--- src/rtl/uart_rx_operand.sv ---
// UART receiver: 8N1 deserialiser with a valid/ack output register and sticky error flags.
// Optional feature macro: UART_PARITY_EN adds one parity bit per frame (even unless PARITY_ODD is set).
module uart_rx_operand #(
   parameter int CLK_FREQ  = 10_000_000,
   parameter int BAUD_RATE = 9_600
) (
   input  logic       clk,
   input  logic       reset,
   input  logic       uart_rxd,
   output logic [7:0] rx_data,
   output logic       rx_valid,
   input  logic       rx_ack,
   output logic       rx_busy,
   output logic       frame_err,
   output logic       overrun_err,
   output logic       parity_err,
   input  logic       err_clr
);

   // CLKS_PER_BIT must be at least 4 so that the half-bit start check is meaningful.
   localparam int CLKS_PER_BIT = CLK_FREQ / BAUD_RATE;
   localparam int HALF_BIT     = CLKS_PER_BIT / 2;
   localparam int CNT_W        = $clog2(CLKS_PER_BIT);
   localparam logic [CNT_W-1:0] BIT_LAST  = CNT_W'(CLKS_PER_BIT - 1);
   localparam logic [CNT_W-1:0] HALF_LAST = CNT_W'(HALF_BIT - 1);

`ifdef UART_PARITY_EN
   localparam logic PARITY_ODD = 1'b0;
`endif

   typedef enum logic [2:0] {
      IDLE   = 3'd0,
      START  = 3'd1,
      DATA   = 3'd2,
      PARITY = 3'd3,
      STOP   = 3'd4
   } state_t;

   state_t           state_q;
   logic             sync1_q;
   logic             rxs_q;
   logic             armed_q;
   logic [CNT_W-1:0] clk_cnt_q;
   logic [2:0]       bit_cnt_q;
   logic [7:0]       shreg_q;
   logic [7:0]       rx_data_q;
   logic             rx_valid_q;
   logic             frame_err_q;
   logic             overrun_err_q;
`ifdef UART_PARITY_EN
   logic             par_bit_q;
   logic             parity_err_q;
`endif

   // Single FSM block; later assignments deliberately override earlier ones so that
   // a commit beats a same-cycle ack and a new error beats a same-cycle err_clr.
   always_ff @(posedge clk or posedge reset) begin
      if (reset) begin
         sync1_q       <= 1'b1;
         rxs_q         <= 1'b1;
         armed_q       <= 1'b1;
         state_q       <= IDLE;
         clk_cnt_q     <= '0;
         bit_cnt_q     <= '0;
         shreg_q       <= '0;
         rx_data_q     <= '0;
         rx_valid_q    <= 1'b0;
         frame_err_q   <= 1'b0;
         overrun_err_q <= 1'b0;
`ifdef UART_PARITY_EN
         par_bit_q     <= 1'b0;
         parity_err_q  <= 1'b0;
`endif
      end else begin
         sync1_q <= uart_rxd;
         rxs_q   <= sync1_q;

         if (err_clr) begin
            frame_err_q   <= 1'b0;
            overrun_err_q <= 1'b0;
`ifdef UART_PARITY_EN
            parity_err_q  <= 1'b0;
`endif
         end

         if (rx_ack && rx_valid_q) begin
            rx_valid_q <= 1'b0;
         end

         case (state_q)
            IDLE: begin
               clk_cnt_q <= '0;
               bit_cnt_q <= '0;
               // A break left over from a framing error must go high before a new start counts.
               if (rxs_q) begin
                  armed_q <= 1'b1;
               end else if (armed_q) begin
                  state_q <= START;
               end
            end

            START: begin
               if (clk_cnt_q == HALF_LAST) begin
                  clk_cnt_q <= '0;
                  state_q   <= rxs_q ? IDLE : DATA;
               end else begin
                  clk_cnt_q <= clk_cnt_q + CNT_W'(1);
               end
            end

            DATA: begin
               if (clk_cnt_q == BIT_LAST) begin
                  clk_cnt_q <= '0;
                  shreg_q   <= {rxs_q, shreg_q[7:1]};
                  bit_cnt_q <= bit_cnt_q + 3'd1;
                  if (bit_cnt_q == 3'd7) begin
`ifdef UART_PARITY_EN
                     state_q <= PARITY;
`else
                     state_q <= STOP;
`endif
                  end
               end else begin
                  clk_cnt_q <= clk_cnt_q + CNT_W'(1);
               end
            end

`ifdef UART_PARITY_EN
            PARITY: begin
               if (clk_cnt_q == BIT_LAST) begin
                  clk_cnt_q <= '0;
                  par_bit_q <= rxs_q;
                  state_q   <= STOP;
               end else begin
                  clk_cnt_q <= clk_cnt_q + CNT_W'(1);
               end
            end
`endif

            STOP: begin
               if (clk_cnt_q == BIT_LAST) begin
                  clk_cnt_q <= '0;
                  state_q   <= IDLE;
                  if (rxs_q) begin
                     rx_data_q  <= shreg_q;
                     rx_valid_q <= 1'b1;
                     if (rx_valid_q && !rx_ack) begin
                        overrun_err_q <= 1'b1;
                     end
                  end else begin
                     frame_err_q <= 1'b1;
                     armed_q     <= 1'b0;
                  end
`ifdef UART_PARITY_EN
                  if ((^shreg_q ^ par_bit_q) != PARITY_ODD) begin
                     parity_err_q <= 1'b1;
                  end
`endif
               end else begin
                  clk_cnt_q <= clk_cnt_q + CNT_W'(1);
               end
            end

            default: begin
               state_q <= IDLE;
            end
         endcase
      end
   end

   assign rx_data     = rx_data_q;
   assign rx_valid    = rx_valid_q;
   assign rx_busy     = (state_q != IDLE);
   assign frame_err   = frame_err_q;
   assign overrun_err = overrun_err_q;
`ifdef UART_PARITY_EN
   assign parity_err  = parity_err_q;
`else
   assign parity_err  = 1'b0;
`endif

endmodule

--- config.mk ---
export PLATFORM = sky130hd
export DESIGN_NAME = uart_rx_operand
export DESIGN_NICKNAME = d
export VERILOG_FILES = /design/src/rtl/uart_rx_operand.sv
export SDC_FILE = /design/constraint.sdc
export NUM_CORES = 1
export LEC_CHECK = 0
export CAP_MARGIN = 20
export CELL_PAD_IN_SITES_DETAIL_PLACEMENT = 2
export CELL_PAD_IN_SITES_GLOBAL_PLACEMENT = 2
export CORE_MARGIN = 1.5
export CORE_UTILIZATION = 35
export DETAILED_ROUTE_END_ITERATION = 8
export PLACE_DENSITY_LB_ADDON = 0.08
export SLEW_MARGIN = 20
export SYNTH_ARGS = -nofsm -noshare
export SYNTH_HDL_FRONTEND = slang
export SYNTH_SLANG_ARGS = --single-unit
--- constraint.sdc ---
create_clock -name clk -period 2.8 [get_ports clk]
set_input_delay 0.84 -clock clk [delete_from_list [all_inputs] [get_ports clk]]
set_output_delay 0.84 -clock clk [all_outputs]
set_load 0.005 [all_outputs]
---- Word level (Yosys, flattened, before mapping) ----
Cells that the tools add are included.
storage, ports and cells
  register bits after elaboration ......... 39
  word-level logic and storage cells ...... 71
  output and inout port bits .............. 13
  input port bits ......................... 5
operators by class
  add/subtract/negate cells ............... 2
  reduce and logical (&&, ||, !) cells .... 14
  equality and inequality tests ........... 14
  muxes and demuxes ....................... 30
operators by type and width
  kind                                                   number
  case mux 11 bit (3 select lines)                       1
  2-to-1 mux 11 bit                                      2
  2-to-1 mux 3 bit                                       7
  2-to-1 mux 1 bit                                       16
  != test 2 bit, second input constant                   8
  case mux 3 bit (4 select lines)                        1
  adder 11 x 1 -> 11 bit, second input constant          1
  equality test 11 x 10 -> 1 bit, second input constant  1
  equality test 11 bit, second input constant            1
  equality test 3 bit, second input constant             2
  case mux 3 bit (2 select lines)                        1
  AND reduction 6 bit                                    1
  nonzero test 3 bit                                     2
  AND reduction 2 bit                                    2
  AND reduction 4 bit                                    1
  nonzero test 2 bit                                     2
  adder 3 x 1 -> 3 bit, second input constant            1
  equality test 3 x 1 -> 1 bit, second input constant    1
  equality test 3 x 2 -> 1 bit, second input constant    1
  zero test 3 bit                                        1
  AND reduction 3 bit                                    1
  logical AND 1 bit                                      2
  2-to-1 mux 2 bit                                       1
  case mux 1 bit (2 select lines)                        1
  other kinds (2)                                        2

---- Logic depth before layout (Yosys ltp) ----
Gate-level depths: netlist of run 1.
  depth in word-level cells ............... 6
  gate-level depth with buffers ........... 8
  gate-level depth less buffers ........... 7

---- Worst setup path before layout of run 1 ----
No wires, ideal clock.
  kind .................................... register -> register
  start point ............................. register clk_cnt_q[0]
  end point ............................... register shreg_q[0]
  setup time .............................. 125 ps
  period minus slack after synthesis ...... 2374 ps
  path buffers ............................ 1
  setup slack ............................. 426 ps
  cell stages (with the launch flop) ...... 8
  data arrival time ....................... 2249 ps
  data required time ...................... 2675 ps
  path through ............................ dfrtp_1 > inv_1 > ha_1 > or4bb_1 > nor4b_4 > nand3_2 > buf_6 > mux2_4
on the way
  cells in the longest elaborated chain, start to end .. 2
ends and longest elaborated chain
  item                           RTL line  text
  start, declared                43        logic [CNT_W-1:0] clk_cnt_q;
  start signal, assigned         107       clk_cnt_q <= clk_cnt_q + CNT_W'(1);
  start signal, assigned         124       clk_cnt_q <= clk_cnt_q + CNT_W'(1);
  start signal, assigned         160       clk_cnt_q <= clk_cnt_q + CNT_W'(1);
  equality test 11 bit           112       if (clk_cnt_q == BIT_LAST) begin
  AND reduction 2 bit (no line)  --
  end signal, assigned           114       shreg_q <= {rxs_q, shreg_q[7:1]};
  end, declared                  45        logic [7:0] shreg_q;
No other way between the ends.
A chain may end at the register's enable or synchronous reset.

---- Final worst setup path of run 1 ----
  start point ............................. register state_q[2]
  end point ............................... output rx_busy
on the way
  cells in the longest elaborated chain, start to end .. 1
ends and longest elaborated chain
  item                    RTL line  text
  start, declared         39        state_t state_q;
  start signal, assigned  105       state_q <= rxs_q ? IDLE : DATA;
  nonzero test 3 bit      173       assign rx_busy = (state_q != IDLE);
  end, declared           13        output logic rx_busy,
No other way between the ends.

==> results of run 1 <==
==> path summary, 6_finish.rpt <==
kind,startpoint,slack [ns],end,cells past startpoint
worst max register to register,clk_cnt_q[5]$_DFFE_PP0P_,0.22,clk_cnt_q[9]$_DFFE_PP0P_,5
max in group asynchronous,reset,1.44,armed_q$_DFFE_PP1P_,3
min in group asynchronous,reset,0.97,rx_data[4]$_DFFE_PP0P_,3
worst min-delay path,sync1_q$_DFF_PP1_,0.37,rxs_q$_DFF_PP1_,0
worst min register to register,sync1_q$_DFF_PP1_,0.37,rxs_q$_DFF_PP1_,0
worst max-delay path,state_q[2]$_DFFE_PP0P_,0.18,rx_busy,2
==> stage by stage <==
stage,std cells,setup WS (ns)
after floorplan,163,0.426
after global placement,245,0.392
after CTS,253,0.156
after global routing,253,0.0753
final,253,0.183
after detailed placement,245,0.209
==> power breakdown <==
part	leakage, nW	switching [mW]	total [mW]	internal [mW]
Combinational	0.451	0.139	0.253	0.114
Clock	0.0581	0.204	0.469	0.265
Sequential	0.521	0.0788	0.691	0.612
Total	1.03	0.422	1.41	0.991
==> area by class of cell <==
type | count | share of cell area [%]
Clock buffer | 5 | 3.09
Multi-Input combinational cell | 108 | 37.1
Timing Repair Buffer | 20 | 8.54
Tap cell | 70 | 3.93
Clock inverter | 3 | 1.97
Inverter | 8 | 1.35
Sequential cell | 39 | 44.0
==> metal layers <==
| layer | share of wire [%] | vias to the layer above |
|---|---|---|
| met4 | 1.0 | 0 |
| met3 | 2.9 | 4 |
| met2 | 54 | 17 |
| met5 | 0 | - |
| li1 | - | 622 |
| met1 | 42 | 697 |
==> cells by family after synthesis <==
group | count (synthesis) | share of synthesized area [%]
multiplexers | 17 | 11.7
other | 1 | 0.201
AO/OA/AOI/OAI | 34 | 11.7
XOR/XNOR | 3 | 1.41
buffers and inverters | 16 | 3.89
AND/OR/NAND/NOR | 49 | 16.0
flip-flops | 39 | 52.5
adder cells (fa/ha/maj) | 4 | 2.68
==> sequential cells by signal (all words and copies together) (netlist names), 3 cells and up <==
| name | cells |
|---|---|
| bit_cnt_q | 3 |
| rx_data | 8 |
| shreg_q | 8 |
| clk_cnt_q | 11 |
| state_q | 3 |
==> layout by cell type (no fill, tap or decap), types with 2 or more instances in the layout <==
cell and instances:
clkdlybuf4s50_1 16, nand4_1 2, nand4b_1 3, clkbuf_8 5, buf_4 4, dfrtp_1 36
mux2_4 7, nor2_1 9, dfstp_2 3, nand3_1 8, xnor2_1 3, nand2b_1 2
nand2_1 11, or2_2 3, or3_1 2, inv_1 8, a21oi_1 13, ha_1 4
mux2_2 9, nor3_1 2, a31oi_1 6, a22o_1 3, o21ai_0 5
==> critical path: stages (launching register included) <==
cell and delay [ns]:
dfrtp_1 0.52, or3_1 0.49, clkdlybuf4s50_1 0.49
==> metrics.cfg, run 1 <==
[final_layout]
layout-drive-gt1-share_pct = 21.3
fin_nets = 191
regArea_sq_um = 980
multi_input_area_sq_um = 826
fin_area_sq_mm = 0.00223
diodes = 0
final_util_pct = 43.3
syn_to_final_growth_pct = 19.2
nFillCells = 564

[timing]
finalClockSkew_ns = 0.00474
worst_pin_slew_ns = 0.705
min_period_ns = 2.62
rsz0062_at_grt = no
clock.fmax_ghz = 0.382
slew_violations = 0
post-route-period-util_pct = 93.5
hold_viol = 0
setup_violations = 0
tns_ns = 0
relSlewSlack_pct = 53.0
holdWs_ns = 0.367

[logic_synthesis]
yosysMostFrequentCell = dfrtp_1
synth.top_cell.area_share_pct = 48.3
syn_area_sq_mm = 0.00187
synth_edf_count = 0
async_reset_ff_share_pct = 100
yosysWarnings = 0
yosys.area.top_type = dfrtp_1
avgSynthCellArea_sq_um = 11.5
netlist_top_cells_count = dfrtp_1 (36), a21oi_1 (13), nand2_1 (11)
ys.flop_type = dfrtp_1
synth.area.top_cells = dfrtp_1 (48%), mux2_4 (5.6%), mux2_2 (5.4%), dfstp_2 (4.2%), a21oi_1 (3.5%)
seq_area_frac_synth_pct = 52.5
synth_cells = 163
synthDistinctLibCells = 41
ys_ff_latch = 39
syn-num-nets = 172

[cts]
cts_root_buf = clkbuf_8
clkTransAtPathRegs_ns = 0.08
clk_latency_ns = 0.29
htreeDepth = 2
cts_tree = built
ctsHoldBuffers = 0
cts_buffers = 5
max-clock-path-buffers = 2
cts_sinks = 39
post-cts-setup-buffers = 0
cts_resized = 0

[global_routing]
gr-total-overflow = 0
busiest_layer = met2
grt_pass1_vias = 1456
grt_pass1_wl_mm = 7.75
met3_usage_pct = 3.71
track_usage_pct = 17.2
grt_max_degree = 40
use_met2_pct = 30.3
antenna_found_initial = 0
grt_use_met1_pct = 21.1

[route]
firstDrtPassIters = 4
num_vias = 1340
antenna_left = 0
drc = 0
routed_wl_mm = 4.57
post_drt_wl_per_cell_um = 18.1
drtIter0Drc = 43
viasPerCell = 5.30

[floorplan]
die_x_um = 76.0
coreArea_sq_mm = 0.00514
die_h_um = 76.0
rows = 26
io_pins = 18
start_util_pct = 36.3
fp.dieArea_sq_mm = 0.00578

[pwr]
p_leak_nw = 1.03
vdd_drop_max_mv = 0.302
power_density_mw_per_mm2 = 635
power_mw = 1.41

[run_status]
outcome = complete, no violations

[setup_path]
end_kind = output pin
path_class = flop to output pin
start_kind = flop
cp.required_ns = 1.96
crit_path_max_fanout = 9
cp.arrival_ns = 1.78

[place]
portBuffers = 16
globalplace.congestion = 0.826
place_hpwl_mm = 3.29
placed_area_sq_mm = 0.00210

[job]
drv_cap = 0

[hold_path]
hold_path.class = flop to flop

Note: power is estimated with default switching activity, not from simulation.
==> inputs of run 2 (changes only) <==
--- a/config.mk
+++ b/config.mk
@@ -11,6 +11,7 @@
 export CORE_MARGIN = 1.5
 export CORE_UTILIZATION = 35
 export DETAILED_ROUTE_END_ITERATION = 8
+export DONT_BUFFER_PORTS = 1
 export PLACE_DENSITY_LB_ADDON = 0.08
 export SLEW_MARGIN = 20
 export SYNTH_ARGS = -nofsm -noshare
==> run 2 against run 1 <==
Against the previous run:
- sequential share of layout area up 3.5 points
- clock power up 3%
- critical endpoint is now clk_cnt_q[9]$_DFFE_PP0P_
- largest cell class unchanged
- wire length down 13%
- first-iteration DRC count down 37%
- final area decreased by 7.4%
- critical path type is now flop to flop
- global-route usage fell by 1.8 points
- fmax increased by 2.0%
- power shrank 0.43%
- utilization shrank 3.2 points
- die area is the same
- critical path depth up 3
- via count shrank 6.5%
==> metrics.cfg, run 2 (synthesized netlist as in run 1, its figures left out) <==
[timing]
hold_viol = 0  ; unchanged
setup_violations = 0  ; unchanged
post-route-period-util_pct = 91.6  ; -1.8 points
clock.fmax_ghz = 0.390  ; +2.0%
slew_violations = 0  ; unchanged
rsz0062_at_grt = no
finalClockSkew_ns = 0.00675  ; +0.00202 ns
tns_ns = 0  ; unchanged
min_period_ns = 2.57  ; -0.0511 ns
relSlewSlack_pct = 52.9  ; -0.13 points
worst_pin_slew_ns = 0.707  ; +0.00195 ns

[run_status]
outcome = complete, no violations

[setup_path]
reg2reg_from = clk_cnt_q[5]$_DFFE_PP0P_
max_stage_delay_ns = 0.65  ; +0.13 ns
end_kind = flop
start_kind = flop
cpMaxStageDelayCell = o41ai_1
rrSetupSlack_ns = 0.23  ; about the same
crit_start = clk_cnt_q[5]$_DFFE_PP0P_
path_class = flop to flop
path_cells = or4_4, o41ai_1, o32ai_4, a21o_1, a22o_1
cp.arrival_ns = 2.76  ; +0.98 ns
cp.required_ns = 2.99  ; +1.03 ns
crit_path_max_fanout = 18  ; +9

[final_layout]
largest_reg_flops = 11  ; unchanged
fin_nets = 174  ; -8.9%
layout-drive-gt1-share_pct = 22.9  ; +1.6 points
syn_to_final_growth_pct = 10.4
nFillCells = 560  ; -0.71%
final_common_cell = dfrtp_1
regMostFlops = clk_cnt_q
diodes = 0  ; unchanged
layout_common_cells = dfrtp_1 (36), a21oi_1 (13), nand2_1 (11)

[cts]
clk_latency_ns = 0.30  ; about the same
ctsHoldBuffers = 0  ; unchanged
cts_sinks = 39  ; unchanged
htreeDepth = 2  ; unchanged
clkTransAtPathRegs_ns = 0.08  ; about the same
cts_tree = built
cts_buffers = 5  ; unchanged
max-clock-path-buffers = 2  ; unchanged
cts_resized = 0  ; unchanged
post-cts-setup-buffers = 0  ; unchanged
cts_root_buf = clkbuf_8

[hold_path]
hold_path.class = flop to flop
min_from = sync1_q$_DFF_PP1_

[global_routing]
grt_pass1_vias = 1369  ; -6.0%
grt_pass1_wl_mm = 7.00  ; -9.6%
gr-total-overflow = 0  ; unchanged
antenna_found_initial = 0  ; unchanged
grt_max_degree = 40  ; unchanged
track_usage_pct = 15.3  ; -1.8 points

[floorplan]
start_util_pct = 36.3  ; unchanged
die_x_um = 76.0  ; unchanged
coreArea_sq_mm = 0.00514  ; unchanged
fp.dieArea_sq_mm = 0.00578  ; unchanged
rows = 26  ; unchanged
die_h_um = 76.0  ; unchanged
io_pins = 18  ; unchanged

[route]
viasPerCell = 5.31  ; +0.24%
antenna_left = 0  ; unchanged
drtIter0Drc = 27  ; -37%
drc = 0  ; unchanged
num_vias = 1253  ; -6.5%
post_drt_wl_per_cell_um = 16.9  ; -6.6%
routed_wl_mm = 3.98  ; -13%
firstDrtPassIters = 3  ; -1

[job]
drv_cap = 0  ; unchanged

[pwr]
power_density_mw_per_mm2 = 683  ; +7.6%
vdd_drop_max_mv = 0.278  ; -7.7%
p_leak_nw = 0.964  ; -6.4%
power_mw = 1.41  ; -0.43%

[place]
globalplace.congestion = 0.791  ; -4.2%
place_hpwl_mm = 2.81  ; -15%
portBuffers = 0  ; -16

[run 2: changes by cell type in the layout (fill, tap and decap cells not counted)]
| cell | change |
|---|---|
| clkinv_4 | -1 |
| clkdlybuf4s50_1 | -16 |
| buf_4 | -1 |
| clkinvlp_4 | +1 |
| inv_6 | +1 |
| clkinv_2 | -1 |
[run 2: area by class of cell]
cell class	count	area (sq um)	area share, %
clock inverter	3	46.3	2.25
inverter	8	30.0	1.46
multi-input combinational	108	826	40.1
tap	70	87.6	4.25
timing repair buffer	3	22.5	1.09
sequential	39	980	47.5
clock buffer	5	68.8	3.34
[run 2: final timing paths]
path	depth (start not counted)	endpoint
max reg2reg	5	clk_cnt_q[9]$_DFFE_PP0P_
max in group asynchronous	2	armed_q$_DFFE_PP1P_
max	5	clk_cnt_q[9]$_DFFE_PP0P_
min	0	rxs_q$_DFF_PP1_
min reg2reg	0	rxs_q$_DFF_PP1_
min in group asynchronous	2	rx_data[4]$_DFFE_PP0P_
[run 2: where the power goes]
| group | internal, mW | total [mW] | leakage [nW] | switching [mW] |
|---|---|---|---|---|
| clock network | 0.268 | 0.483 | 0.0548 | 0.215 |
| logic | 0.104 | 0.235 | 0.389 | 0.130 |
| registers | 0.612 | 0.689 | 0.521 | 0.0767 |
| total | 0.985 | 1.41 | 0.964 | 0.422 |
[run 2: through the flow]
stage	setup slack, ns	hold slack (ns)	instances	utilization [%]	cell area, sq um
after CTS	0.268	0.357	236	39.9	2050
after global routing	0.144	0.362	236	40.1	2060
after floorplan	0.426	0.345	163	-	1870
after detailed placement	0.303	0.347	228	37.6	1930
final	0.234	0.356	236	40.1	2060
after global placement	0.386	0.347	228	37.6	1930
[run 2: critical path, delay by kind of cell, from the launching register on]
family	cells	cell delay, ns
AOI/OAI and AO/OA	4	1.44
and+or+nand+nor	1	0.59
DFF	1	0.43
[run 2: layer usage]
metal,global-route usage [%],share of wire (%),vias to the layer above
met4,5.56,1.5,0
met2,25.9,51,19
met3,4.07,3.3,7
met5,0,0,-
li1,-,-,585
met1,18.9,44,642
==> inputs of run 3 (changes only) <==
--- a/config.mk
+++ b/config.mk
@@ -5,11 +5,12 @@
 export SDC_FILE = /design/constraint.sdc
 export NUM_CORES = 1
 export LEC_CHECK = 0
+export ABC_AREA = 1
 export CAP_MARGIN = 20
 export CELL_PAD_IN_SITES_DETAIL_PLACEMENT = 2
 export CELL_PAD_IN_SITES_GLOBAL_PLACEMENT = 2
 export CORE_MARGIN = 1.5
-export CORE_UTILIZATION = 35
+export CORE_UTILIZATION = 37
 export DETAILED_ROUTE_END_ITERATION = 8
 export DONT_BUFFER_PORTS = 1
 export PLACE_DENSITY_LB_ADDON = 0.08
==> run 3 against run 2 <==
Against the previous run:
- synthesized area shrank 1.3%
- synthesized cell count up 37%
- setup slack gained 0.60 ns
- non-clock buffer count decreased by 2
- utilization grew 2.9 points
- fmax up 31%
- sequential share of layout area grew 0.44 points
- via count rose by 15%
- cell count is 25% higher
- first-iteration DRC count is 52% higher
- global-route usage increased by 3.6 points
- combinational power up 57%
==> metrics.cfg, run 3 <==
[logic_synthesis]
synth_cells = 223  ; +37%
synth-compound-area-share_pct = 9.98  ; -1.7 points
async_reset_ff_share_pct = 100  ; unchanged
synth_top_family_by_area = simple AND/OR/NAND/NOR gates
avgSynthCellArea_sq_um = 8.26  ; -28%
yosys.area_share.simple_pct = 24.0  ; +7.9 points
yosys.area.top_type = dfrtp_1
syn_area_sq_mm = 0.00184  ; -1.3%
yosysMostFrequentCell = nand2_1
synth.area.top_cells = dfrtp_1 (49%), nand2_1 (12%), inv_1 (6.5%), nor2_1 (4.7%), dfstp_2 (4.3%)
synth.top_cell.area_share_pct = 48.9  ; +0.62 points
ys_ff_latch = 39  ; unchanged
synth_edf_count = 0  ; unchanged
seq_area_frac_synth_pct = 53.2  ; +0.68 points
synthXorXnorAreaFrac_pct = 1.90  ; +0.49 points
synthDistinctLibCells = 24  ; -41%
netlist_top_cells_count = nand2_1 (60), dfrtp_1 (36), inv_1 (32)
ys.flop_type = dfrtp_1
yosysWarnings = 0  ; unchanged
synthAdderAreaFrac_pct = 2.72  ; +0.035 points
syn-num-nets = 232  ; +35%
synthMuxAreaShare_pct = 0  ; -12 points

[place]
place_hpwl_mm = 3.19  ; +13%
globalplace.congestion = 0.853  ; +7.8%
placed_area_sq_mm = 0.00191  ; -1.3%
placed_cells = 287  ; +26%
preCtsSetupSlack_ns = 0.889  ; +0.586 ns
portBuffers = 0  ; unchanged

[route]
antenna_left = 0  ; unchanged
routed_wl_mm = 4.44  ; +12%
num_vias = 1439  ; +15%
drtIter0Drc = 41  ; +52%
post_drt_wl_per_cell_um = 15.1  ; -11%
viasPerCell = 4.88  ; -8.1%
drc = 0  ; unchanged
firstDrtPassIters = 4  ; +1

[setup_path]
path_class = flop to flop
end_kind = flop
crit_path_max_fanout = 11  ; -7
cp.arrival_ns = 2.19  ; -0.57 ns
cpMaxStageDelayCell = o21ai_1
start_kind = flop
path_cells = nor3_4, nor2_1, o21ai_1, nand3_1, nand2_1
cp.required_ns = 3.03  ; +0.04 ns
max_stage_delay_ns = 0.69  ; +0.04 ns

[pwr]
vdd_drop_max_mv = 0.455  ; +64%
power_mw = 1.58  ; +12%
power_density_mw_per_mm2 = 774  ; +13%
p_leak_nw = 1.03  ; +6.4%

[cts]
max-clock-path-buffers = 2  ; unchanged
cts_root_buf = clkbuf_8
clkTransAtPathRegs_ns = 0.08  ; about the same
cts_resized = 0  ; unchanged
clk_latency_ns = 0.29  ; about the same
htreeDepth = 2  ; unchanged
cts_buffers = 5  ; unchanged
cts_sinks = 39  ; unchanged
post-cts-setup-buffers = 0  ; unchanged
ctsHoldBuffers = 0  ; unchanged
cts_tree = built

[global_routing]
grt_pass1_wl_mm = 7.59  ; +8.4%
track_usage_pct = 18.9  ; +3.6 points
met3_usage_pct = 4.66  ; +0.59 points
gr-total-overflow = 0  ; unchanged
antenna_found_initial = 0  ; unchanged
grt_pass1_vias = 1589  ; +16%
busiest_layer = met2
grt_use_met1_pct = 23.0  ; +4.1 points
use_met2_pct = 32.3  ; +6.4 points
grt_max_degree = 40  ; unchanged

[final_layout]
fin_area_sq_mm = 0.00204  ; -0.91%
layout-drive-gt1-share_pct = 7.89  ; -15 points
syn_to_final_growth_pct = 10.8
diodes = 0  ; unchanged
final_common_cell = nand2_1
fin_cells = 295  ; +25%
regMostFlops = clk_cnt_q
largest_reg_flops = 11  ; unchanged
layout_common_cells = nand2_1 (60), dfrtp_1 (36), inv_1 (32)
fin_nets = 236  ; +36%
final_util_pct = 42.9  ; +2.9 points

[timing]
finalClockSkew_ns = 0.00459  ; -0.00217 ns
min_period_ns = 1.96  ; -0.604 ns
rsz0062_at_grt = no
holdWs_ns = 0.356  ; -0.000109 ns
hold_viol = 0  ; unchanged
worst_pin_slew_ns = 0.850  ; +0.144 ns
worst_slack_ns = 0.838  ; +0.604 ns
slew_violations = 0  ; unchanged
relSlewSlack_pct = 42.9  ; -9.9 points
clock.fmax_ghz = 0.510  ; +31%
post-route-period-util_pct = 70.1  ; -22 points
tns_ns = 0  ; unchanged
setup_violations = 0  ; unchanged

[floorplan]
start_util_pct = 38.8  ; +2.4 points
coreArea_sq_mm = 0.00475  ; -7.5%
die_x_um = 73.6  ; -3.2%
io_pins = 18  ; unchanged
rows = 25  ; -3.8%
die_h_um = 73.6  ; -3.2%
fp.dieArea_sq_mm = 0.00541  ; -6.4%

[job]
drv_cap = 0  ; unchanged

[run_status]
outcome = complete, no violations

[hold_path]
hold_path.class = flop to flop

-- run 3: cell count changes in the layout (fill, tap and decap cells not counted), sizes merged, moves of 3 or more --
cell    previous run  this run
a21oi             13         9
a22o               3         0
a31oi              6         0
inv                9        33
mux2              17         0
nand2             11        61
nand3              9        12
nand4b             3         0
nor2               9        25
o21ai              5        24
or2                3         0
xnor2              3         0
xor2               0         4
-- run 3: worst max-delay path, delay by kind of cell, from the launching register on --
family,cells,cell delay (ns)
flops,1,0.45
simple gates,4,0.76
compound gates,1,0.69
-- run 3: layout make-up --
type / count / area [sq um]
Fill cell: 566 / 2710
Sequential cell: 39 / 980
Multi-Input combinational cell: 147 / 714
Inverter: 33 / 124
Tap cell: 67 / 83.8
Clock buffer: 6 / 72.6
Clock inverter: 2 / 60.1
Timing Repair Buffer: 1 / 7.51
-- run 3: cells by family after synthesis --
| group | Yosys count |
|---|---|
| xor gates and xnor gates | 4 |
| AOI/OAI and AO/OA | 35 |
| adders and majority gates | 4 |
| DFF | 39 |
| and+or+nand+nor | 103 |
| buffers and inverters | 37 |
| other | 1 |
-- run 3: routing by layer --
layer / up-vias / wire length, um
met3: 8 / 152
met2: 21 / 2250
met5: - / 0
met1: 710 / 1960
li1: 700 / -
met4: 0 / 82
-- run 3: final timing paths --
kind,startpoint,endpoint,slack [ns],cells after the start
worst max-delay path,state_q[2]$_DFFE_PP0P_,clk_cnt_q[10]$_DFFE_PP0P_,0.84,5
worst min-delay path,sync1_q$_DFF_PP1_,rxs_q$_DFF_PP1_,0.36,0
worst max register to register,state_q[2]$_DFFE_PP0P_,clk_cnt_q[10]$_DFFE_PP0P_,0.84,5
worst min register to register,sync1_q$_DFF_PP1_,rxs_q$_DFF_PP1_,0.36,0
max in group asynchronous,reset,armed_q$_DFFE_PP1P_,1.88,2
min in group asynchronous,reset,clk_cnt_q[8]$_DFFE_PP0P_,0.56,2
-- run 3: where the power goes --
part           internal [mW]  switching (mW)
clock                  0.356           0.206
combinational         0.0996           0.270
sequential             0.609          0.0408
total                   1.06           0.516
